`src/rtl/multicycle_ctrl.sv`:
```
// Multicycle sequencing controller for the 3-bit-opcode processor datapath.
// Steps each instruction through FETCH/DECODE/EXEC/MEM/WB, drives every
// datapath enable and mux select, stalls on the shared memory via mem_ready,
// counts retired instructions and flags illegal opcodes.
module multicycle_ctrl #(
    parameter int CNT_W = 16
) (
    input  logic             clk,
    input  logic             rst,
    input  logic [2:0]       opcode,
    input  logic             zero,
    input  logic             mem_ready,
    output logic             pc_write,
    output logic [1:0]       pc_src,
    output logic             ir_write,
    output logic             i_or_d,
    output logic             mem_read,
    output logic             mem_write,
    output logic             mem_to_reg,
    output logic             reg_write,
    output logic [1:0]       reg_dst,
    output logic             alu_src_a,
    output logic [1:0]       alu_src_b,
    output logic [1:0]       alu_op,
    output logic             sign_or_zero,
    output logic [2:0]       state,
    output logic             instr_done,
    output logic             illegal,
    output logic [CNT_W-1:0] instr_count
);

    localparam logic [2:0] S_FETCH  = 3'd0;
    localparam logic [2:0] S_DECODE = 3'd1;
    localparam logic [2:0] S_EXEC   = 3'd2;
    localparam logic [2:0] S_MEM    = 3'd3;
    localparam logic [2:0] S_WB     = 3'd4;

    localparam logic [2:0] OP_RTYPE = 3'b000;
    localparam logic [2:0] OP_ADDI  = 3'b001;
    localparam logic [2:0] OP_J     = 3'b010;
    localparam logic [2:0] OP_LW    = 3'b011;
    localparam logic [2:0] OP_SW    = 3'b100;
    localparam logic [2:0] OP_BEQ   = 3'b101;
    localparam logic [2:0] OP_ANDI  = 3'b110;
    localparam logic [2:0] OP_ILL   = 3'b111;

    logic [2:0]       state_r;
    logic [2:0]       op_r;
    logic [CNT_W-1:0] count_r;
    logic [2:0]       next_state_s;

    logic       pc_write_s;
    logic [1:0] pc_src_s;
    logic       ir_write_s;
    logic       i_or_d_s;
    logic       mem_read_s;
    logic       mem_write_s;
    logic       mem_to_reg_s;
    logic       reg_write_s;
    logic [1:0] reg_dst_s;
    logic       alu_src_a_s;
    logic [1:0] alu_src_b_s;
    logic [1:0] alu_op_s;
    logic       sign_or_zero_s;
    logic       instr_done_s;
    logic       illegal_s;

    // Control decode and next-state: everything is 0 unless the state says otherwise; reset forces all quiet.
    always_comb begin
        next_state_s   = S_FETCH;
        pc_write_s     = 1'b0;
        pc_src_s       = 2'b00;
        ir_write_s     = 1'b0;
        i_or_d_s       = 1'b0;
        mem_read_s     = 1'b0;
        mem_write_s    = 1'b0;
        mem_to_reg_s   = 1'b0;
        reg_write_s    = 1'b0;
        reg_dst_s      = 2'b00;
        alu_src_a_s    = 1'b0;
        alu_src_b_s    = 2'b00;
        alu_op_s       = 2'b00;
        sign_or_zero_s = 1'b0;
        instr_done_s   = 1'b0;
        illegal_s      = 1'b0;
        if (rst) begin
            next_state_s = S_FETCH;
        end else begin
            case (state_r)
                S_FETCH: begin
                    mem_read_s  = 1'b1;
                    alu_src_b_s = 2'b01;
                    if (mem_ready) begin
                        ir_write_s   = 1'b1;
                        pc_write_s   = 1'b1;
                        next_state_s = S_DECODE;
                    end else begin
                        next_state_s = S_FETCH;
                    end
                end
                S_DECODE: begin
                    // ALU precomputes the branch target while the opcode is decoded.
                    alu_src_b_s    = 2'b11;
                    sign_or_zero_s = 1'b1;
                    if (opcode == OP_ILL) begin
                        illegal_s    = 1'b1;
                        next_state_s = S_FETCH;
                    end else begin
                        next_state_s = S_EXEC;
                    end
                end
                S_EXEC: begin
                    case (op_r)
                        OP_RTYPE: begin
                            alu_src_a_s  = 1'b1;
                            alu_op_s     = 2'b10;
                            next_state_s = S_WB;
                        end
                        OP_ADDI: begin
                            alu_src_a_s    = 1'b1;
                            alu_src_b_s    = 2'b10;
                            sign_or_zero_s = 1'b1;
                            next_state_s   = S_WB;
                        end
                        OP_ANDI: begin
                            alu_src_a_s  = 1'b1;
                            alu_src_b_s  = 2'b10;
                            alu_op_s     = 2'b11;
                            next_state_s = S_WB;
                        end
                        OP_LW, OP_SW: begin
                            alu_src_a_s    = 1'b1;
                            alu_src_b_s    = 2'b10;
                            sign_or_zero_s = 1'b1;
                            next_state_s   = S_MEM;
                        end
                        OP_BEQ: begin
                            alu_src_a_s  = 1'b1;
                            alu_op_s     = 2'b01;
                            pc_src_s     = 2'b01;
                            pc_write_s   = zero;
                            instr_done_s = 1'b1;
                            next_state_s = S_FETCH;
                        end
                        OP_J: begin
                            pc_write_s   = 1'b1;
                            pc_src_s     = 2'b10;
                            instr_done_s = 1'b1;
                            next_state_s = S_FETCH;
                        end
                        default: begin
                            next_state_s = S_FETCH;
                        end
                    endcase
                end
                S_MEM: begin
                    // Request is held steady until the memory reports completion.
                    i_or_d_s = 1'b1;
                    case (op_r)
                        OP_LW: begin
                            mem_read_s = 1'b1;
                            if (mem_ready) begin
                                next_state_s = S_WB;
                            end else begin
                                next_state_s = S_MEM;
                            end
                        end
                        OP_SW: begin
                            mem_write_s = 1'b1;
                            if (mem_ready) begin
                                instr_done_s = 1'b1;
                                next_state_s = S_FETCH;
                            end else begin
                                next_state_s = S_MEM;
                            end
                        end
                        default: begin
                            next_state_s = S_FETCH;
                        end
                    endcase
                end
                S_WB: begin
                    reg_write_s  = 1'b1;
                    instr_done_s = 1'b1;
                    next_state_s = S_FETCH;
                    case (op_r)
                        OP_RTYPE: begin
                            reg_dst_s = 2'b01;
                        end
                        OP_LW: begin
                            mem_to_reg_s = 1'b1;
                        end
                        default: begin
                            reg_dst_s = 2'b00;
                        end
                    endcase
                end
                default: begin
                    // Unreachable encodings recover to FETCH with all outputs low.
                    next_state_s = S_FETCH;
                end
            endcase
        end
    end

    // State, latched opcode and retired-instruction counter.
    always_ff @(posedge clk) begin
        if (rst) begin
            state_r <= S_FETCH;
            op_r    <= 3'b000;
            count_r <= {CNT_W{1'b0}};
        end else begin
            state_r <= next_state_s;
            if (state_r == S_DECODE) begin
                op_r <= opcode;
            end else begin
                op_r <= op_r;
            end
            if (instr_done_s) begin
                count_r <= count_r + {{(CNT_W-1){1'b0}}, 1'b1};
            end else begin
                count_r <= count_r;
            end
        end
    end

    assign pc_write     = pc_write_s;
    assign pc_src       = pc_src_s;
    assign ir_write     = ir_write_s;
    assign i_or_d       = i_or_d_s;
    assign mem_read     = mem_read_s;
    assign mem_write    = mem_write_s;
    assign mem_to_reg   = mem_to_reg_s;
    assign reg_write    = reg_write_s;
    assign reg_dst      = reg_dst_s;
    assign alu_src_a    = alu_src_a_s;
    assign alu_src_b    = alu_src_b_s;
    assign alu_op       = alu_op_s;
    assign sign_or_zero = sign_or_zero_s;
    assign instr_done   = instr_done_s;
    assign illegal      = illegal_s;
    // Debug/count outputs read 0 for the whole reset window, even before the first edge.
    assign state        = rst ? 3'd0 : state_r;
    assign instr_count  = rst ? {CNT_W{1'b0}} : count_r;

endmodule

```
`config.mk`:
```
export PLATFORM = sky130hd
export DESIGN_NAME = multicycle_ctrl
export DESIGN_NICKNAME = d
export VERILOG_FILES = /design/src/rtl/multicycle_ctrl.sv
export SDC_FILE = /design/constraint.sdc
export NUM_CORES = 1
export LEC_CHECK = 0
export ABC_CLOCK_PERIOD_IN_PS = 1800
export CAP_MARGIN = 10
export CORE_ASPECT_RATIO = 2
export CORE_MARGIN = 3
export CORE_UTILIZATION = 43
export DETAILED_ROUTE_END_ITERATION = 16
export PLACE_DENSITY_LB_ADDON = 0.2
export REMOVE_ABC_BUFFERS = 1
export SETUP_SLACK_MARGIN = 0.15
export SLEW_MARGIN = 30
export SYNTH_ARGS = -nofsm -noshare
export SYNTH_HDL_FRONTEND = slang
export SYNTH_SLANG_ARGS = --single-unit
```
`constraint.sdc`:
```
create_clock -name clk -period 1.8 [get_ports clk]
set_input_delay 0.18 -clock clk [delete_from_list [all_inputs] [get_ports clk]]
set_output_delay 0.18 -clock clk [all_outputs]
set_load 0.03 [all_outputs]
```
==> results.yml, run 1 <==
global_route:
  top_usage_layer: "met2"
  grt.overflow.total: 0
  globalRouteMet2Util: 0.425
  grt_pass1_vias: 1717
  grt.met3_usage: 0.0220
  grt_pass1_wl_um: 7650
  grt_max_degree: 37
  use_met1: 0.232
  grt_usage: 0.236
  antenna_found_initial: 0
floorplan:
  io_pins: 45
  dieArea_um2: 4360
  rows: 30
  coreArea_um2: 3420
  start_util: 0.449
  dieWidth_um: 48.2
  dieHeight_um: 90.4
yosys:
  yosysTopAreaCell: "dfxtp_1"
  synth_edf_count: 0
  synth_top_area_frac: 0.287
  synth_cell_types: 41
  syn-cell-area_um2: 1530
  yosys-top-cells-count: "nor2_1 (28), dfxtp_1 (22), nor2b_1 (21)"
  syn_area_per_cell_um2: 7.63
  synth_flop_cell: "dfxtp_1"
  yosys_warnings: 0
  ys_seq_elements: 22
  ys_seq_area_frac: 0.287
  async_flop_share: 0
  synthTopCellsByArea: "dfxtp_1 (29%), mux2_2 (8.8%), nor2b_1 (8.6%)"
  synth_most_common_cell: "nor2_1"
  synthCells: 201
finish:
  diodes: 0
  areaGrowthSynthToFinish_pct: 72.8
  finish.instance_area_um2: 2650
  drive_gt1_frac: 0.529
  final_util: 0.775
  nets: 286
timing:
  worst_slack_ns: -0.115
  rsz0062_at_grt: "yes"
  hold_violations: 0
  final.setup_skew_ns: 0.00503
  final.min_clock_period_ns: 1.92
  timing.fmax_mhz: 522
  slew_violations: 0
  period_share: 1.06
  report.final.setup_viol: 13
pwr:
  power_density_nw_per_um2: 446
  finalPower_mw: 1.18
  leakage_nw: 1.10
  ir_worst_vdd_uv: 402
route:
  ant_nets: 0
  drtIter0Drc: 46
  drc: 0
  wl_per_cell_um: 16.2
  wirelength_um: 5260
  num_vias: 1761
  vias_per_cell: 5.44
  first_pass_iters: 4
clock_network:
  clkLatencyLatePin_ns: 0.26
  cts-root-buf: "clkbuf_8"
  postCtsHoldBufs: 0
  cts.sinks: 22
  cts_buffers: 3
  cts_tree: "done"
  h-tree-depth: 1
  clk_pin_slew_ns: 0.08
  clockBufferDepth: 2
outcome:
  violations: "setup timing"
  outcome: "complete, but fails checks"
setup_path:
  criticalPathCategory: "reg2out"
  critPathMaxFanout: 8
  cp-start-kind: "flop"
  cp.required_ns: 1.62
  worstPathArrival_ns: 1.74
  cp-end-kind: "output pin"
placed_design:
  postPlaceCellArea_um2: 2080
  place_hpwl_um: 3340
  gp_congestion: 0.859
  portBuffers: 43
flow_run:
  maxCapViolations: 0
worst_hold_path:
  min_path_type: "in2reg"
## layout make-up
class | count | area, um^2
clock buffers | 3 | 41.3
multi-input cells | 159 | 1280
inverters | 4 | 15.0
flip-flops and latches | 22 | 447
fillers | 228 | 767
repair buffers | 88 | 806
well taps | 48 | 60.1
## worst paths after layout
path	startpoint	end	slack [ns]	depth (start not counted)
worst max-delay path	op_r[1]	instr_done	-0.12	5
worst min register to register	count_r[10]	count_r[10]	0.57	2
worst max register to register	op_r[1]	count_r[14]	-0.09	5
worst min-delay path	rst	state_r[2]	0.41	4
## cell families after synthesis
group                    after synthesis  synth area share
flip-flops                            22             0.287
other                                  1           0.00245
adder cells (fa/ha/maj)                1           0.00816
XOR/XNOR                               3            0.0171
AND/OR/NAND/NOR                      102             0.354
AO/OA/AOI/OAI                         37             0.166
buffers and inverters                 21            0.0620
multiplexers                          14             0.103
## layer usage
layer  part of all wire  routed length, um  vias up
met1               0.33               1760      823
met5                  0                  0        -
met2               0.58               3050       70
met3              0.047                246       16
li1                   -                  -      852
met4              0.041                215        0
## worst max-delay path, cell delays in order, from the launching register on
cell and delay, ns:
dfxtp_1 0.32, buf_4 0.16, or3b_4 0.43, o2bb2a_4 0.27
a21oi_4 0.15, buf_6 0.15
## registers in the layout, summed over array words and instances (netlist names)
name / count
op_r: 3
count_r: 16
state_r: 3
## power breakdown
group	internal (mW)	leakage, nW	switching (mW)
registers	0.496	0.180	0.00740
logic	0.178	0.896	0.194
clock network	0.149	0.0216	0.158
total	0.823	1.10	0.359
## through the flow
stage | worst slack (ns) | hold slack (ns) | cells | setup TNS [ns]
final | -0.115 | 0.409 | 324 | -0.787
after global routing | -0.158 | 0.440 | 324 | -1.61
after CTS | -0.102 | 0.385 | 318 | -0.743
after detailed placement | -0.0708 | 0.544 | 306 | -0.439
after global placement | -0.0786 | 0.533 | 306 | -0.384
after floorplan | -0.432 | 0.249 | 184 | -4.29
## repair_timing
| item | in CTS | in global routing |
|---|---|---|
| cloned | 1 | 0 |
| pin swaps | 8 | 16 |
| buffers inserted | 8 | 6 |
| resized for setup | 52 | 42 |
| endpoints found under the setup margin | 29 | 29 |
## placed cells by master, fill, tap and decap left out, drive strengths merged, types with 2 or more instances in the layout
| cell type | instances |
|---|---|
| inv | 4 |
| o21ai | 7 |
| mux2 | 14 |
| a211oi | 9 |
| a21oi | 14 |
| nand4 | 6 |
| nand3 | 8 |
| nand3b | 2 |
| dfxtp | 22 |
| nor2 | 28 |
| nor2b | 21 |
| clkdlybuf4s50 | 5 |
| clkbuf | 3 |
| o2bb2a | 2 |
| and4 | 2 |
| xor2 | 3 |
| nand2 | 13 |
| buf | 82 |
| nor3 | 6 |
| or3b | 2 |
| nand2b | 4 |
| and3 | 2 |
| nor3b | 2 |
(Power assumes the default switching activity.)
==> inputs of run 2 (changes only) <==
Settings changed: ABC_CLOCK_PERIOD_IN_PS 1800 to 2100, CAP_MARGIN 10 to not set, CELL_PAD_IN_SITES_DETAIL_PLACEMENT set to 1, CELL_PAD_IN_SITES_GLOBAL_PLACEMENT set to 1, CORE_UTILIZATION 43 to 34.
Clock period 1.8 ns to 2.1 ns, I/O delays scaled along.
==> run 2 against run 1 <==
The run now ends clean. Power is 22% lower. Die area is 24% higher. Design area is 17% lower. Critical path type is now reg2reg. Largest power group unchanged.
==> results.yml, run 2 (synthesis results as in run 1) <==
finish:
  nets: 261
  drive_gt1_frac: 0.378
  reg_top3: "count_r x16, op_r x3, state_r x3"
  largest_reg_flops: 16
  diodes: 0
  final_util: 0.504
  fillCellCount: 550
  areaGrowthSynthToFinish_pct: 42.6
  layoutNonFillerInstCount: 305
  regMostFlops: "count_r"
  final_cell_mix: "buf_4 (50), nor2_1 (28), nor2b_1 (21)"
  mostFrequentLayoutCell: "buf_4"
setup_path:
  worstPathArrival_ns: 2.12
  crit_buf_inv: 1
  critPathSlowestCell: "or3b_4"
  crit_chain: "or3b_4, a211o_4, buf_8, a211oi_4, mux2_2"
  cp-end-kind: "flop"
  path_delay_family: "compound AO/OA/AOI/OAI gates"
  criticalPathCategory: "reg2reg"
  cp.required_ns: 2.26
  cp-start-kind: "flop"
  cp_slowest_stage_delay_ns: 0.43
  critPathMaxFanout: 7
global_route:
  grt_max_degree: 31
  grt.overflow.total: 0
  grt_pass1_wl_um: 8030
  grt_usage: 0.199
  grt_pass1_vias: 1643
  antenna_found_initial: 0
route:
  drtIter0Drc: 20
  first_pass_iters: 4
  wl_per_cell_um: 17.2
  vias_per_cell: 5.45
  num_vias: 1661
  wirelength_um: 5230
  drc: 0
  ant_nets: 0
worst_hold_path:
  min_path_type: "in2reg"
clock_network:
  clockBufferDepth: 2
  cts_buffers: 3
  clkLatencyLatePin_ns: 0.27
  clk_pin_slew_ns: 0.08
  cts-root-buf: "clkbuf_8"
  cts_tree: "done"
  cts.sinks: 22
  h-tree-depth: 1
timing:
  slew_violations: 0
  period_share: 0.936
  final.min_clock_period_ns: 1.97
  timing.fmax_mhz: 509
  final.setup_skew_ns: 0.00248
  hold_violations: 0
  rsz0062_at_grt: "yes"
  report.final.setup_viol: 0
floorplan:
  rows: 34
  dieWidth_um: 53.5
  dieHeight_um: 101
  start_util: 0.353
  coreArea_um2: 4340
  dieArea_um2: 5400
  io_pins: 45
flow_run:
  maxCapViolations: 0
pwr:
  power_density_nw_per_um2: 420
  leakage_nw: 0.898
  finalPower_mw: 0.919
  ir_worst_vdd_uv: 259
placed_design:
  gp_congestion: 0.775
  place_hpwl_um: 3740
  post-place-cells: 293
  portBuffers: 43
outcome:
  outcome: "completed"
-- run 2: changes by cell type in the layout (fill, tap and decap cells not counted), sizes merged --
cell,before,now
buf,82,55
a211o,1,2
dlygate4sd2,1,2
-- run 2: layout make-up --
cell class	instances	area, um^2	area share
Inverter	4	15.0	0.00687
Clock buffer	3	41.3	0.0189
Multi-Input combinational cell	160	1100	0.504
Tap cell	54	67.6	0.0309
Sequential cell	22	445	0.204
Timing Repair Buffer	62	515	0.236
-- run 2: path summary, 6_finish.rpt --
check         startpoint          end  slack (ns)  cells after the start
max              op_r[2]  count_r[10]        0.13                      5
min            opcode[1]      op_r[1]        0.54                      3
max reg2reg      op_r[2]  count_r[10]        0.13                      5
min reg2reg  count_r[15]  count_r[15]        0.56                      2
-- run 2: worst register-to-register path, cell delays in order (launching register included) --
cell and delay [ns]:
dfxtp_2 0.34, or3b_4 0.43, a211o_4 0.40, buf_8 0.16, a211oi_4 0.19, mux2_2 0.35
-- run 2: through the flow --
step           area, um^2  setup TNS [ns]  hold slack (ns)  setup WS [ns]
3_5_place_dp         1960               0            0.550         0.0429
5_1_grt              2190               0            0.538         0.0748
3_3_place_gp         1960               0            0.538         0.0278
2_1_floorplan        1450          -0.182            0.279         -0.162
6_report             2190               0            0.539          0.134
4_1_cts              2050               0            0.545         0.0639
-- run 2: what timing repair did --
action                                  4_1_cts  5_1_grt
setup buffers                                 2        5
hold buffers                                  0        0
cloned                                        1        1
endpoints found under the setup margin       15       17
gates resized for setup                       6       23
pin swaps                                     1        5
-- run 2: layer usage --
| metal | vias up | routed length (um) | GRT usage |
|---|---|---|---|
| met1 | 800 | 1920 | 0.209 |
| li1 | 808 | - | - |
| met2 | 44 | 3010 | 0.379 |
| met4 | 0 | 138 | 0.0827 |
| met5 | - | 0 | 0 |
| met3 | 9 | 167 | 0.0148 |
-- run 2: power by group --
part | leakage, nW | switching [mW] | internal [mW]
combinational | 0.697 | 0.130 | 0.0882
sequential | 0.180 | 0.00896 | 0.425
clock | 0.0216 | 0.138 | 0.128
==> inputs of run 3 (changes only) <==
Settings changed: CTS_CLUSTER_SIZE set to 14.
==> results of run 3 <==
No change in the layout: final DEF, timing and power equal those of run 2.
